File: config.mk
export PLATFORM = sky130hd
export DESIGN_NAME = updown_counter_n
export DESIGN_NICKNAME = d
export VERILOG_FILES = /design/src/rtl/updown_counter_n_pkg.sv /design/src/rtl/updown_counter_n_dffpc.sv /design/src/rtl/updown_counter_n.sv
export SDC_FILE = /design/constraint.sdc
export NUM_CORES = 1
export LEC_CHECK = 0
export BUFFER_PORTS_ARGS = -buffer_cell sky130_fd_sc_hd__buf_2
export CORE_MARGIN = 1
export CORE_UTILIZATION = 25
export DETAILED_ROUTE_END_ITERATION = 8
export PLACE_DENSITY_LB_ADDON = 0.12
export SYNTH_ARGS = -nofsm -noshare
export SYNTH_HDL_FRONTEND = slang
export SYNTH_SLANG_ARGS = --single-unit
File: constraint.sdc
create_clock -name clk -period 2.5 [get_ports clk]
set_input_delay 0.25 -clock clk [delete_from_list [all_inputs] [get_ports clk]]
set_output_delay 0.25 -clock clk [all_outputs]
set_load 0.05 [all_outputs]
File: src/rtl/updown_counter_n_pkg.sv
// Shared constants for the up/down counter: saturation modes and default width.
package updown_counter_n_pkg;

  localparam int unsigned SAT_WRAP      = 0;
  localparam int unsigned SAT_HOLD      = 1;
  localparam int unsigned DEFAULT_WIDTH = 4;

endpackage

File: src/rtl/updown_counter_n_dffpc.sv
// Generic WIDTH-bit D register with asynchronous active-low clear.
module dffpc_n #(
  parameter int unsigned WIDTH = 1
) (
  input  logic             clk,
  input  logic             clr_n,
  input  logic [WIDTH-1:0] d,
  output logic [WIDTH-1:0] q
);

  always_ff @(posedge clk or negedge clr_n) begin
    if (!clr_n) begin
      q <= '0;
    end else begin
      q <= d;
    end
  end

endmodule

File: src/rtl/updown_counter_n.sv
// Bounded up/down counter (range 0..lim) with load, clear, wrap/saturate modes,
// terminal-count pulse and sticky saturation flag.
module updown_counter_n
  import updown_counter_n_pkg::*;
#(
  parameter int unsigned WIDTH = DEFAULT_WIDTH,
  parameter int unsigned SAT   = SAT_WRAP
) (
  input  logic             clk,
  input  logic             CLR,
  input  logic             en,
  input  logic             X,
  input  logic             ld,
  input  logic [WIDTH-1:0] ld_val,
  input  logic [WIDTH-1:0] lim,
  input  logic             sclr,
  output logic [WIDTH-1:0] Q,
  output logic             tc,
  output logic             sat_hit
);

  localparam bit HOLD = (SAT == SAT_HOLD);

  logic [WIDTH-1:0] w_q_nxt;
  logic             w_tc_nxt;
  logic             w_sat_nxt;

  // Next-state: sclr > ld > en; idle holds Q and sat_hit with tc low.
  always_comb begin
    w_q_nxt   = Q;
    w_tc_nxt  = 1'b0;
    w_sat_nxt = sat_hit;
    if (sclr) begin
      w_q_nxt   = '0;
      w_sat_nxt = 1'b0;
    end else if (ld) begin
      w_q_nxt = (ld_val > lim) ? lim : ld_val;
    end else if (en) begin
      if (Q > lim) begin
        // Count stranded above a lowered limit: re-enter the range.
        if (X) begin
          w_q_nxt  = '0;
          w_tc_nxt = 1'b1;
        end else begin
          w_q_nxt = lim;
        end
      end else if (X) begin
        if (Q == lim) begin
          w_tc_nxt = 1'b1;
          if (HOLD) begin
            w_sat_nxt = 1'b1;
          end else begin
            w_q_nxt = '0;
          end
        end else begin
          w_q_nxt = Q + WIDTH'(1);
        end
      end else begin
        if (Q == '0) begin
          w_tc_nxt = 1'b1;
          if (HOLD) begin
            w_sat_nxt = 1'b1;
          end else begin
            w_q_nxt = lim;
          end
        end else begin
          w_q_nxt = Q - WIDTH'(1);
        end
      end
    end
  end

  dffpc_n #(.WIDTH(WIDTH)) u_q_reg (
    .clk   (clk),
    .clr_n (CLR),
    .d     (w_q_nxt),
    .q     (Q)
  );

  dffpc_n #(.WIDTH(1)) u_tc_reg (
    .clk   (clk),
    .clr_n (CLR),
    .d     (w_tc_nxt),
    .q     (tc)
  );

  dffpc_n #(.WIDTH(1)) u_sat_reg (
    .clk   (clk),
    .clr_n (CLR),
    .d     (w_sat_nxt),
    .q     (sat_hit)
  );

endmodule

---- Word-level counts from Yosys, hierarchy flattened ----
Cells that the tools add are included.
operators by class
  $add $sub $neg .......................... 2
  $lt $le $gt $ge ......................... 2
  equal/unequal tests ..................... 1
  mux-type cells .......................... 17
  reduce and logical (&&, ||, !) cells .... 2
operator list
  kind                   count
  $mux W4                9
  $gt A4 B4 Y1           2
  $mux W1                8
  $add A4 B1 Y4 const B  1
  $eq A4 B4 Y1           1
  $logic_not A4 Y1       1
  $sub A4 B1 Y4 const B  1
  $reduce_bool A3 Y1     1
storage, ports and cells
  flip-flop bits (word level) ............. 5
  input port bits ......................... 14
  output and inout port bits .............. 6

---- Logic depth before layout (Yosys ltp) ----
Gate-level depths: netlist of the first run.
  depth in word-level cells ............... 7
  depth in mapped cells ................... 8
  depth with buffers taken out ............ 8

---- Hierarchy ----
From an unflattened synthesis of the first run, not the netlist that was laid out.
unflattened totals
  cells, all modules ...................... 94
  area, all modules ....................... 802.0 um2
modules (own cells, without submodules)
  module                    times used  cells an instance  area an instance (um2)  sequential area each (um2)
  updown_counter_n          1           88                 651.9                   0.0
  dffpc_n at u_q_reg        1           4                  100.1                   100.1
  dffpc_n at u_sat_reg ...  2           1                  25.0                    25.0

---- Worst setup path before layout of the first run ----
Ideal clock, no wire load.
  path kind ............................... register to register
  start ................................... register u_q_reg.q[1]
  end ..................................... register u_q_reg.q[1]
  library setup time ...................... 0.091 ns
  arrival time ............................ 2.104 ns
  slack ................................... 0.306 ns
  stages on the path, launching flop included .. 8
  path buffers ............................ 0
  cells stage by stage .................... dfrtp_1 -> ha_1 -> nor2b_4 -> o211a_4 -> o21ai_4 -> nand2_2 -> mux2_4 -> o31ai_4
between the ends
  cells in the longest elaborated chain, start to end .. 7
ends and longest elaborated chain
  what                                         RTL line                                        RTL
  from (decl)                                  updown_counter_n_dffpc.sv:8                     output logic [WIDTH-1:0] q
  from (signal assigned)                       updown_counter_n_dffpc.sv:13                    q <= '0;
  from (signal assigned)                       updown_counter_n_dffpc.sv:15                    q <= d;
  $sub A4 B1 Y4, or another cell as far along  updown_counter_n.sv:67                          w_q_nxt = Q - WIDTH'(1);
  $mux W4 (on tied branches)                   updown_counter_n.sv:59, updown_counter_n.sv:48
  $mux W4                                      updown_counter_n.sv:47                          end else if (X) begin
  $mux W4 (*)                                  updown_counter_n.sv:39                          if (Q > lim) begin
  $mux W4 (*)                                  updown_counter_n.sv:38                          end else if (en) begin
  $mux W4 (*)                                  updown_counter_n.sv:36                          end else if (ld) begin
  $mux W4 (*)                                  updown_counter_n.sv:33                          if (sclr) begin
Mark *: on every way between the ends. The rest lies on a longest branch, timed or not. The select of a mux whose other input is x is not followed.
A chain may end at the register's enable or synchronous reset.

---- Worst setup path in the final report of the first run ----
Same ends and word-level chain as after synthesis.

==> results of run 1 <==
-- registers in the layout, summed over array words and instances, names as in the netlist --
name	count
u_tc_reg.q	1
u_q_reg.q	4
-- cells in the mapped netlist (2+ instances only) --
library cell  number
nor3_1             8
mux2i_1            2
a22oi_1            2
a31oi_1            2
dfrtp_1            5
ha_1              10
nor2_1             6
nand2_1            3
xor2_1             2
a21oi_1            7
clkbuf_1           4
o21ai_0            3
inv_1             10
nor2b_1            2
-- per-layer routing --
layer | wire [um] | vias to the layer above | track usage [%]
met4 | 8 | 0 | 3.929
met2 | 892 | 17 | 22.28
met1 | 1040 | 366 | 20.03
met5 | 0 | - | 0
met3 | 71 | 2 | 1.613
li1 | - | 374 | -
-- through the flow --
step / std cells / util [%] / setup WS (ns) / hold slack [ns]
floorplan: 91 / - / 0.3057 / -0.04559
detailed placement: 138 / 31.27 / 0.4615 / 0.07170
global route: 143 / 32.56 / 0.3456 / 0.3130
global placement: 138 / 31.27 / 0.4866 / 0.07584
finish: 143 / 32.56 / 0.4320 / 0.3107
CTS: 143 / 32.56 / 0.4457 / 0.3005
-- area by class of cell --
type,instances,area (um^2)
Sequential cell,5,125.1
Multi-Input combinational cell,71,563.0
Tap cell,31,38.79
Fill cell,321,1892
Timing Repair Buffer,22,122.6
Inverter,10,37.54
Clock buffer,4,26.28
-- worst min path at each step --
stage          slack, ns  cells after the start  startpoint      endpoint
2_1_floorplan      -0.05                      0         CLR  u_q_reg.q[0]
3_3_place_gp        0.08                      1         CLR  u_q_reg.q[2]
3_5_place_dp        0.07                      1         CLR    u_tc_reg.q
4_1_cts             0.30                      3          en    u_tc_reg.q
5_1_grt             0.31                      3          en    u_tc_reg.q
6_report            0.31                      3          en    u_tc_reg.q
-- critical path, cell delays in order (launching register included) --
cell	delay, ns
dfrtp_1	0.46
ha_1	0.34
nor2b_4	0.13
o211a_4	0.23
o21ai_4	0.23
nand2_2	0.11
mux2_4	0.32
o31ai_4	0.16
-- cell families (layout without fill, tap and decap cells) --
logic type	after synthesis	after routing
compound gates	28	28
xor+xnor	3	3
fa+ha+maj	10	10
buf+inv	15	36
flops	5	5
mux	3	3
other cells	1	1
simple gates	26	26
-- power by group through the flow --
| stage | clock network [uW] | registers, uW | logic, uW |
|---|---|---|---|
| floorplan | 0 | 137 | 180 |
| global placement | 0 | 105 | 291 |
| detailed placement | 0 | 105 | 287 |
| CTS | 98.6 | 104 | 289 |
| global route | 104 | 107 | 317 |
| finish | 94.1 | 105 | 290 |
==> summary.md, run 1 <==
| Metric | Value |
|---|---|
| Final hold violation count | 0 |
| Vias per cell | approximately 5.3 |
| Worst r2r src | u_q_reg.q[1] |
| Die area | ~3200 um^2 |
| Status | finished, violations left |
| Port Buffers | 18 |
| WL per Instance | 14.07 um |
| First-pass GRT wire length | 3567 um |
| CTS H-tree lvls | 1 |
| Adder-Cell Fraction of Synth Area | 16.72% |
| Global-route total usage across every layer | 14.11% |
| PostCTS Resize Cnt | 0 |
| Design area | about 910 um^2 |
| Max Cap Viol | 0 |
| Internal | 266.8 uW |
| Starting Density | a little over a quarter |
| HP Class | primary input to flip-flop |
| # Post-CTS Setup Buffers | 0 |
| Post-synthesis mux area share | about 4.7% |
| Switch Pwr | roughly 220 uW |
| Switching Fraction | 45.46% |
| Synth top area share | 16.72% |
| Clock root buffer master | clkbuf_4 |
| Die span in x | 56.71 um |
| Post-Route WL | 2012 um |
| Endpoints failing setup | 0 |
| Reg2Reg Setup Slack | 0.43 ns |
| Area Overhead vs Synth | 22.07% |
| Simple-Gate Fraction of Synth Area | about a fifth |
| Crit share post-route | 82.72% |
| Total grt overflow | 0 |
| CTS Sinks | 5 |
| CTS Hold Buffers Added | 1 |
| Via Count | 759 |
| Netlist cell types | 39 |
| Final Critical Period | just over 2 ns |
| Largest net degree at the start of global routing | 12 |
| Comb power frac | between 50% and 60% |
| Leak pwr | ~0.00046 uW |
| Number of flops mapped to enable cells by yosys | 0 |
| Layout cell share with drive strength beyond 1 | roughly 29% |
| Sequential share of the synthesized area | 16.72% |
| Inserted Clock Buffers | 3 |
| Commonest non-fill, non-tap cell in the layout | buf_2 |
| Compound-gate portion of the synthesized area | a little under a third |
| Syn Inst Count | 91 |
| Yosys Warn Count | 0 |
| Flop pwr share | between 20% and 30% |
| WS Path Type | flip-flop to flip-flop |
| Avg Cell Area, Syn | 8.222 um^2 |
| Pwr Total | roughly 490 uW |
| Power per cell area | 535.6 nW/um^2 |
| Diodes inserted | 0 |
| Top Ports | 20 |
| Main combinational cell family by area after synthesis | compound AO/OA/AOI/OAI gates |
| RSZ-0062 raised after global routing | no |
| CTS Buffer Depth | 2 |
| R2R cell count | 7 |
| Hpwl dp | 1675 um |
| Critical path fanouts, max | 7 |
| Vias in the first global route | 736 |
| Final Max Tran Viols | 0 |
| CORE AREA | 2805 um^2 |
| Cell Area, Placed | 877.1 um^2 |
| Initial antenna violation count | 0 |
| Critical Path RT | ~2.7 ns |
| Residual DRC | 3 |
| Layout Nets | between 100 and 150 |
| Die Span Y | 56.71 um |
| Clock transition at path regs | around 0.05 ns |
| Setup_tns | 0 ns |
| ANT nets after route | 0 |
| Async SR Flop Fraction | 100.0% |
| Row cnt | 19 |
| Crit. Startpoint | u_q_reg.q[1] |
| TritonCTS clock tree | yes |
| Primary FF master, synth | dfrtp_1 |
| Final GP Congestion | around 0.78 |
| Clock Latency Late Sink | 0.24 ns |
| VDD IR max | 0.1423 mV |
| Xor and xnor area share after synthesis | between 3 and 4% |
| 1st-pass router iterations | 8 |
| Synth top area cells | dfrtp_1, ha_1, nor3_1 |
| Failing checks | DRC |
| Worst Setup EP | u_q_reg.q[1] |
| CP Launch Type | flip-flop |
| Initial drt markers | 14 |
| Max Clock Freq | ~480 MHz |
| Synth Register Bits | 5 |
| Clock Skew | 0.002071 ns |
| R2r endpoint | u_q_reg.q[1] |
| CP Data Arrival Time | 2.22 ns |
| Worst setup EP type | flip-flop |
| Clock share of power | about a fifth |
| Mapped cell area | ~750 um^2 |
| Mapped Nets | 115 |
| Commonest non-fill, non-tap cells in the layout | buf_2, inv_1, ha_1, nor3_1, a21oi_1 |
| Leading area contributor after synthesis | dfrtp_1 |
Note: power is estimated with default switching activity, not from simulation.
==> inputs of run 2 (changes only) <==
==> constraint.sdc (replaced) <==
create_clock -name clk -period 1.9 [get_ports clk]
set_input_delay 0.19 -clock clk [delete_from_list [all_inputs] [get_ports clk]]
set_output_delay 0.19 -clock clk [all_outputs]
set_load 0.05 [all_outputs]
==> run 2 against run 1 <==
The flow still finishes with violations (DRC); clock-buffer cell count unchanged; register-to-register slack got worse by 0.40 ns; first-iteration DRC count grew 110%; sequential share of layout area decreased by 0.74 points; sequential cell count unchanged; global-route usage rose by 1.1 points; die area unchanged; hold slack got worse by 0.055 ns; total power up 43%; critical path depth unchanged; final area grew 8.9%; critical endpoint unchanged; largest cell class unchanged; highest routed layer unchanged.
==> summary.md, run 2 (synthesis results as in run 1) <==
| Metric | Value |
|---|---|
| Status | finished, violations left |
| Failing checks | DRC |
| Clock share of power | 18.4% (-0.8 points) |
| Area Overhead vs Synth | 32.94% |
| WL per Instance | 14.30 um (+1.7%) |
| CORE AREA | 2805 um^2 (unchanged) |
| Top Ports | 20 (unchanged) |
| Row cnt | 19 (unchanged) |
| Commonest non-fill, non-tap cells in the layout | buf_2, buf_4, inv_1, ha_1 |
| Crit share post-route | 98.52% (+16 points) |
| Max Cap Viol | 0 (unchanged) |
| Switch Pwr | 307.9 uW (+38%) |
| CP Launch Type | flip-flop |
| Max FFs per register | 4 (unchanged) |
| Design area | 994.7 um^2 (+8.9%) |
| Post-Route WL | 2160 um (+7.4%) |
| First-pass GRT wire length | 3670 um (+2.9%) |
| Max Clock Freq | 534.2 MHz (+10%) |
| Die Span Y | 56.71 um (unchanged) |
| Post-route setup slack | 0.02805 ns (-0.4039 ns) |
| RSZ-0062 raised after global routing | yes |
| Internal | 390.1 uW (+46%) |
| CTS Sinks | 5 (unchanged) |
| Setup_tns | 0 ns (unchanged) |
| Comb power frac | 62.6% (+3.2 points) |
| Cell Area, Placed | 953.4 um^2 (+8.7%) |
| WS Path Type | flip-flop to flip-flop |
| Endpoints failing setup | 0 (unchanged) |
| Final Max Tran Viols | 0 (unchanged) |
| Final hold violation count | 0 (unchanged) |
| HP Class | primary input to flip-flop |
| Vias in the first global route | 742 (+0.82%) |
| Via Count | 773 (+1.8%) |
| TritonCTS clock tree | yes |
| Clock Skew | 0.003259 ns (+0.001188 ns) |
| R2R cell count | 7 (unchanged) |
| Commonest non-fill, non-tap cell in the layout | buf_2 |
| ANT nets after route | 0 (unchanged) |
| Largest net degree at the start of global routing | 12 (unchanged) |
| Total grt overflow | 0 (unchanged) |
| Largest regs | u_q_reg.q (4), u_tc_reg.q (1) |
| Switching Fraction | 44.11% (-1.4 points) |
| Final Critical Period | 1.872 ns (-0.1961 ns) |
| Initial antenna violation count | 0 (unchanged) |
| VDD IR max | 0.2168 mV (+52%) |
| R2r endpoint | u_q_reg.q[1] |
| Critical path fanouts, max | 4 (-3) |
| Clock root buffer master | clkbuf_4 |
| Die span in x | 56.71 um (unchanged) |
| Layout cell share with drive strength beyond 1 | 37.50% (+8.9 points) |
| Reg2Reg Setup Slack | 0.03 ns (-0.40 ns) |
| Vias per cell | 5.119 (-3.6%) |
| Largest Register | u_q_reg.q |
| Worst r2r src | u_q_reg.q[1] |
| Clock transition at path regs | 0.04 ns (about the same) |
| Place WS | 0.01837 ns (-0.4431 ns) |
| Flop pwr share | 19.0% (-2.4 points) |
| CTS Buffer Depth | 2 (unchanged) |
| CP Data Arrival Time | 2.03 ns (-0.19 ns) |
| Final GP Congestion | 0.7828 (+0.14%) |
| Worst Hold Launch | X |
| CTS H-tree lvls | 1 (unchanged) |
| Port Buffers | 18 (unchanged) |
| 1st-pass router iterations | 6 (-2) |
| Worst Hold Depth | 2 (-1) |
| Inserted Clock Buffers | 3 (unchanged) |
| Leak pwr | 0.0004917 uW (+7.9%) |
| Worst setup EP type | flip-flop |
| Power per cell area | 701.7 nW/um^2 (+31%) |
| Layout Nets | 145 (+5.8%) |
| Hpwl dp | 1742 um (+4.0%) |
| Clock Latency Late Sink | 0.25 ns (about the same) |
| Residual DRC | 2 (-1) |
| Die area | 3215 um^2 (unchanged) |
| Initial drt markers | 30 (+16) |
| Global-route total usage across every layer | 15.17% (+1.1 points) |
| Critical Path RT | 2.06 ns (-0.59 ns) |
| WHS Endpoint | u_q_reg.q[1] |
| Starting Density | 26.67% (unchanged) |
| Diodes inserted | 0 (unchanged) |
[run 2: cell types whose count changed in the layout (fill, tap and decap cells not counted), sizes merged]
cell  previous run  this run
buf             21        29
[run 2: power by group through the flow]
stage / registers (uW) / clock network (uW) / logic (uW)
after floorplan: 184 / 0 / 240
after global placement: 134 / 0 / 435
after detailed placement: 134 / 0 / 428
after CTS: 133 / 131 / 432
after global routing: 134 / 142 / 474
final: 133 / 128 / 437
[run 2: worst max path at each step]
| stage | start | end | slack (ns) | cells after the start |
|---|---|---|---|---|
| after floorplan | u_q_reg.q[1] | u_q_reg.q[1] | -0.06 | 7 |
| after global placement | lim[1] | u_q_reg.q[1] | 0.009 | 9 |
| after detailed placement | lim[1] | u_q_reg.q[1] | 0.02 | 9 |
| after CTS | u_q_reg.q[1] | u_q_reg.q[1] | 0.05 | 7 |
| after global routing | u_q_reg.q[1] | u_q_reg.q[1] | -0.03 | 7 |
| final | u_q_reg.q[1] | u_q_reg.q[1] | 0.03 | 7 |
[run 2: per-layer routing]
metal	part of all wire [%]	vias up	global-route usage (%)
met4	0.97	0	5.357
met2	41	32	22.11
li1	-	389	-
met5	0	-	0
met3	5.9	2	2.765
met1	52	350	22.01
[run 2: area by class of cell]
| type | count | area, um^2 |
|---|---|---|
| Sequential cell | 5 | 128.9 |
| Inverter | 10 | 37.54 |
| Fill cell | 295 | 1810 |
| Tap cell | 31 | 38.79 |
| Timing Repair Buffer | 30 | 182.7 |
| Clock buffer | 4 | 26.28 |
| Multi-Input combinational cell | 71 | 580.6 |
[run 2: per-stage QoR]
| stage | std cells | hold slack, ns | power [uW] | utilization, % |
|---|---|---|---|---|
| after CTS | 151 | 0.2477 | 696.1 | 35.28 |
| after floorplan | 91 | -0.1056 | 423.6 | - |
| final | 151 | 0.2558 | 698.0 | 35.46 |
| after global routing | 151 | 0.2470 | 750.4 | 35.46 |
| after detailed placement | 146 | 0.01158 | 562.1 | 33.99 |
| after global placement | 146 | 0.01464 | 568.8 | 33.99 |
[run 2: critical path, stage by stage, from the launching register on]
cell     delay (ns)
dfrtp_2        0.44
ha_4           0.23
nor2b_4        0.12
o211a_4        0.24
o21ai_4        0.18
nand2_2        0.10
mux2_4         0.32
o31ai_4        0.15
[run 2: timing repair]
item                       CTS  global route
buffers inserted             0             0
resized for setup            0             1
hold buffers                 1             0
hold endpoints to repair     5             0
setup endpoints to repair    0             3
==> inputs of run 3 (changes only) <==
==> constraint.sdc (replaced) <==
create_clock -name clk -period 1.9 [get_ports clk]
set_input_delay 0.38 -clock clk [delete_from_list [all_inputs] [get_ports clk]]
set_output_delay 0.38 -clock clk [all_outputs]
set_load 0.05 [all_outputs]
==> run 3 against run 2 <==
The run still ends with DRC left; sequential cell count unchanged; utilization up 1.6 points; hold slack better by 0.18 ns; die area unchanged; clock skew up 0.0071 ns; highest routed layer is now met3.
==> summary.md, run 3 (synthesis results as in run 1) <==
| Metric | Value |
|---|---|
| Worst Hold Depth | 2 (unchanged) |
| Residual DRC | 1 (-1) |
| Critical Path RT | 2.06 ns (about the same) |
| Largest net degree at the start of global routing | 12 (unchanged) |
| Pwr Total | 731.2 uW (+4.8%) |
| Inserted Clock Buffers | 3 (unchanged) |
| Endpoints failing setup | 0 (unchanged) |
| Max Clock Freq | 536.0 MHz (+0.34%) |
| Status | finished, violations left |
| Max FFs per register | 4 (unchanged) |
| Post-route setup slack | 0.03443 ns (+0.006375 ns) |
| Post-Route WL | 2240 um (+3.7%) |
| Area Overhead vs Synth | 38.80% |
| CP Launch Type | flip-flop |
| HP Class | primary input to flip-flop |
| Initial antenna violation count | 0 (unchanged) |
| CTS H-tree lvls | 1 (unchanged) |
| Clock root buffer master | clkbuf_4 |
| Commonest non-fill, non-tap cells in the layout | buf_2, buf_4, inv_1, nor3_1, ha_1 |
| CTS Sinks | 5 (unchanged) |
| Power per cell area | 704.1 nW/um^2 (+0.35%) |
| Row cnt | 19 (unchanged) |
| Diodes inserted | 0 (unchanged) |
| CORE AREA | 2805 um^2 (unchanged) |
| Global-route total usage across every layer | 15.90% (+0.73 points) |
| Failing checks | DRC |
| Clock Skew | 0.01031 ns (+0.007051 ns) |
| Layout Nets | 149 (+2.8%) |
| Final Max Tran Viols | 0 (unchanged) |
| Final GP Congestion | 0.7729 (-1.3%) |
| Leak pwr | 0.0005081 uW (+3.3%) |
| Max Cap Viol | 0 (unchanged) |
| WS Path Type | flip-flop to flip-flop |
| Layout cell share with drive strength beyond 1 | 41.13% (+3.6 points) |
| Die area | 3215 um^2 (unchanged) |
| Vias in the first global route | 778 (+4.9%) |
| CP Data Arrival Time | 2.03 ns (about the same) |
| ANT nets after route | 0 (unchanged) |
| Filler Cells Inserted | 307 (+4.1%) |
| Total grt overflow | 0 (unchanged) |
| Clock transition at path regs | 0.05 ns (about the same) |
| Crit share post-route | 98.19% (-0.34 points) |
| Commonest non-fill, non-tap cell in the layout | buf_2 |
| Final hold violation count | 0 (unchanged) |
| Final Critical Period | 1.866 ns (-0.006375 ns) |
| CTS Buffer Depth | 2 (unchanged) |
| Top Ports | 20 (unchanged) |
| Hpwl dp | 1808 um (+3.8%) |
| Worst setup EP type | flip-flop |
| Clock Latency Late Sink | 0.25 ns (about the same) |
| Die Span Y | 56.71 um (unchanged) |
| Initial drt markers | 24 (-20%) |
| RSZ-0062 raised after global routing | yes |
| Critical path fanouts, max | 4 (unchanged) |
| Via Count | 791 (+2.3%) |
| R2R cell count | 7 (unchanged) |
| Port Buffers | 18 (unchanged) |
| Setup_tns | 0 ns (unchanged) |
| Starting Density | 26.67% (unchanged) |
| 1st-pass router iterations | 7 (+1) |
| Vias per cell | 5.103 (-0.31%) |
| Largest regs | u_q_reg.q (4), u_tc_reg.q (1) |
| TritonCTS clock tree | yes |
| Largest Register | u_q_reg.q |
| WL per Instance | 14.45 um (+1.0%) |
| Die span in x | 56.71 um (unchanged) |
| First-pass GRT wire length | 3877 um (+5.6%) |
| Place WS | -0.3100 ns (-0.3284 ns) |
| VDD IR max | 0.2018 mV (-6.9%) |
run 3: per-layer routing:
layer	track usage (%)	vias up	share of wire, %
met2	24.32	20	43
met1	23.15	373	53
met4	2.143	0	0
met3	3.456	0	3.9
li1	-	398	-
met5	0	-	0
run 3: metrics by stage:
stage	cell area, um^2	utilization (%)	hold slack [ns]	cells
6_report	1039	37.02	0.4325	155
5_1_grt	1039	37.02	0.4388	155
4_1_cts	1021	36.40	0.4412	153
3_5_place_dp	968.4	34.52	0.2042	148
3_3_place_gp	968.4	34.52	0.2028	148
2_1_floorplan	764.5	-	0.08441	91
run 3: path summary, 6_finish.rpt:
path	startpoint	endpoint	slack, ns
max	u_q_reg.q[1]	u_q_reg.q[1]	0.03
min	X	u_q_reg.q[1]	0.43
max reg2reg	u_q_reg.q[1]	u_q_reg.q[1]	0.03
min reg2reg	u_q_reg.q[2]	u_q_reg.q[2]	0.82
max in group asynchronous	CLR	u_q_reg.q[3]	1.27
min in group asynchronous	CLR	u_tc_reg.q	0.47
run 3: power breakdown:
group / switching, uW / internal [uW]
Combinational: 258 / 211
Sequential: 10.4 / 122
Clock: 50.1 / 79.9
run 3: critical path, stage by stage (launching register included):
cell and delay (ns):
dfrtp_2 0.42, ha_4 0.22, nor2b_4 0.12, o211a_4 0.24
o21ai_4 0.20, nand2_2 0.11, mux2_4 0.32, o31ai_4 0.15
run 3: layout make-up:
| type | instances | area (um^2) | share of cell area (%) |
|---|---|---|---|
| repair buffers | 34 | 212.7 | 20.48 |
| flip-flops and latches | 5 | 128.9 | 12.41 |
| clock buffers | 4 | 26.28 | 2.530 |
| multi-input cells | 71 | 594.3 | 57.23 |
| inverters | 10 | 37.54 | 3.614 |
| well taps | 31 | 38.79 | 3.735 |
run 3: repair_timing:
item	in CTS	in global routing
pin swaps	1	2
endpoints found under the setup margin	3	2
hold buffers	1	0
hold endpoints to repair	5	0
gates resized for setup	2	1
buffers inserted	0	2
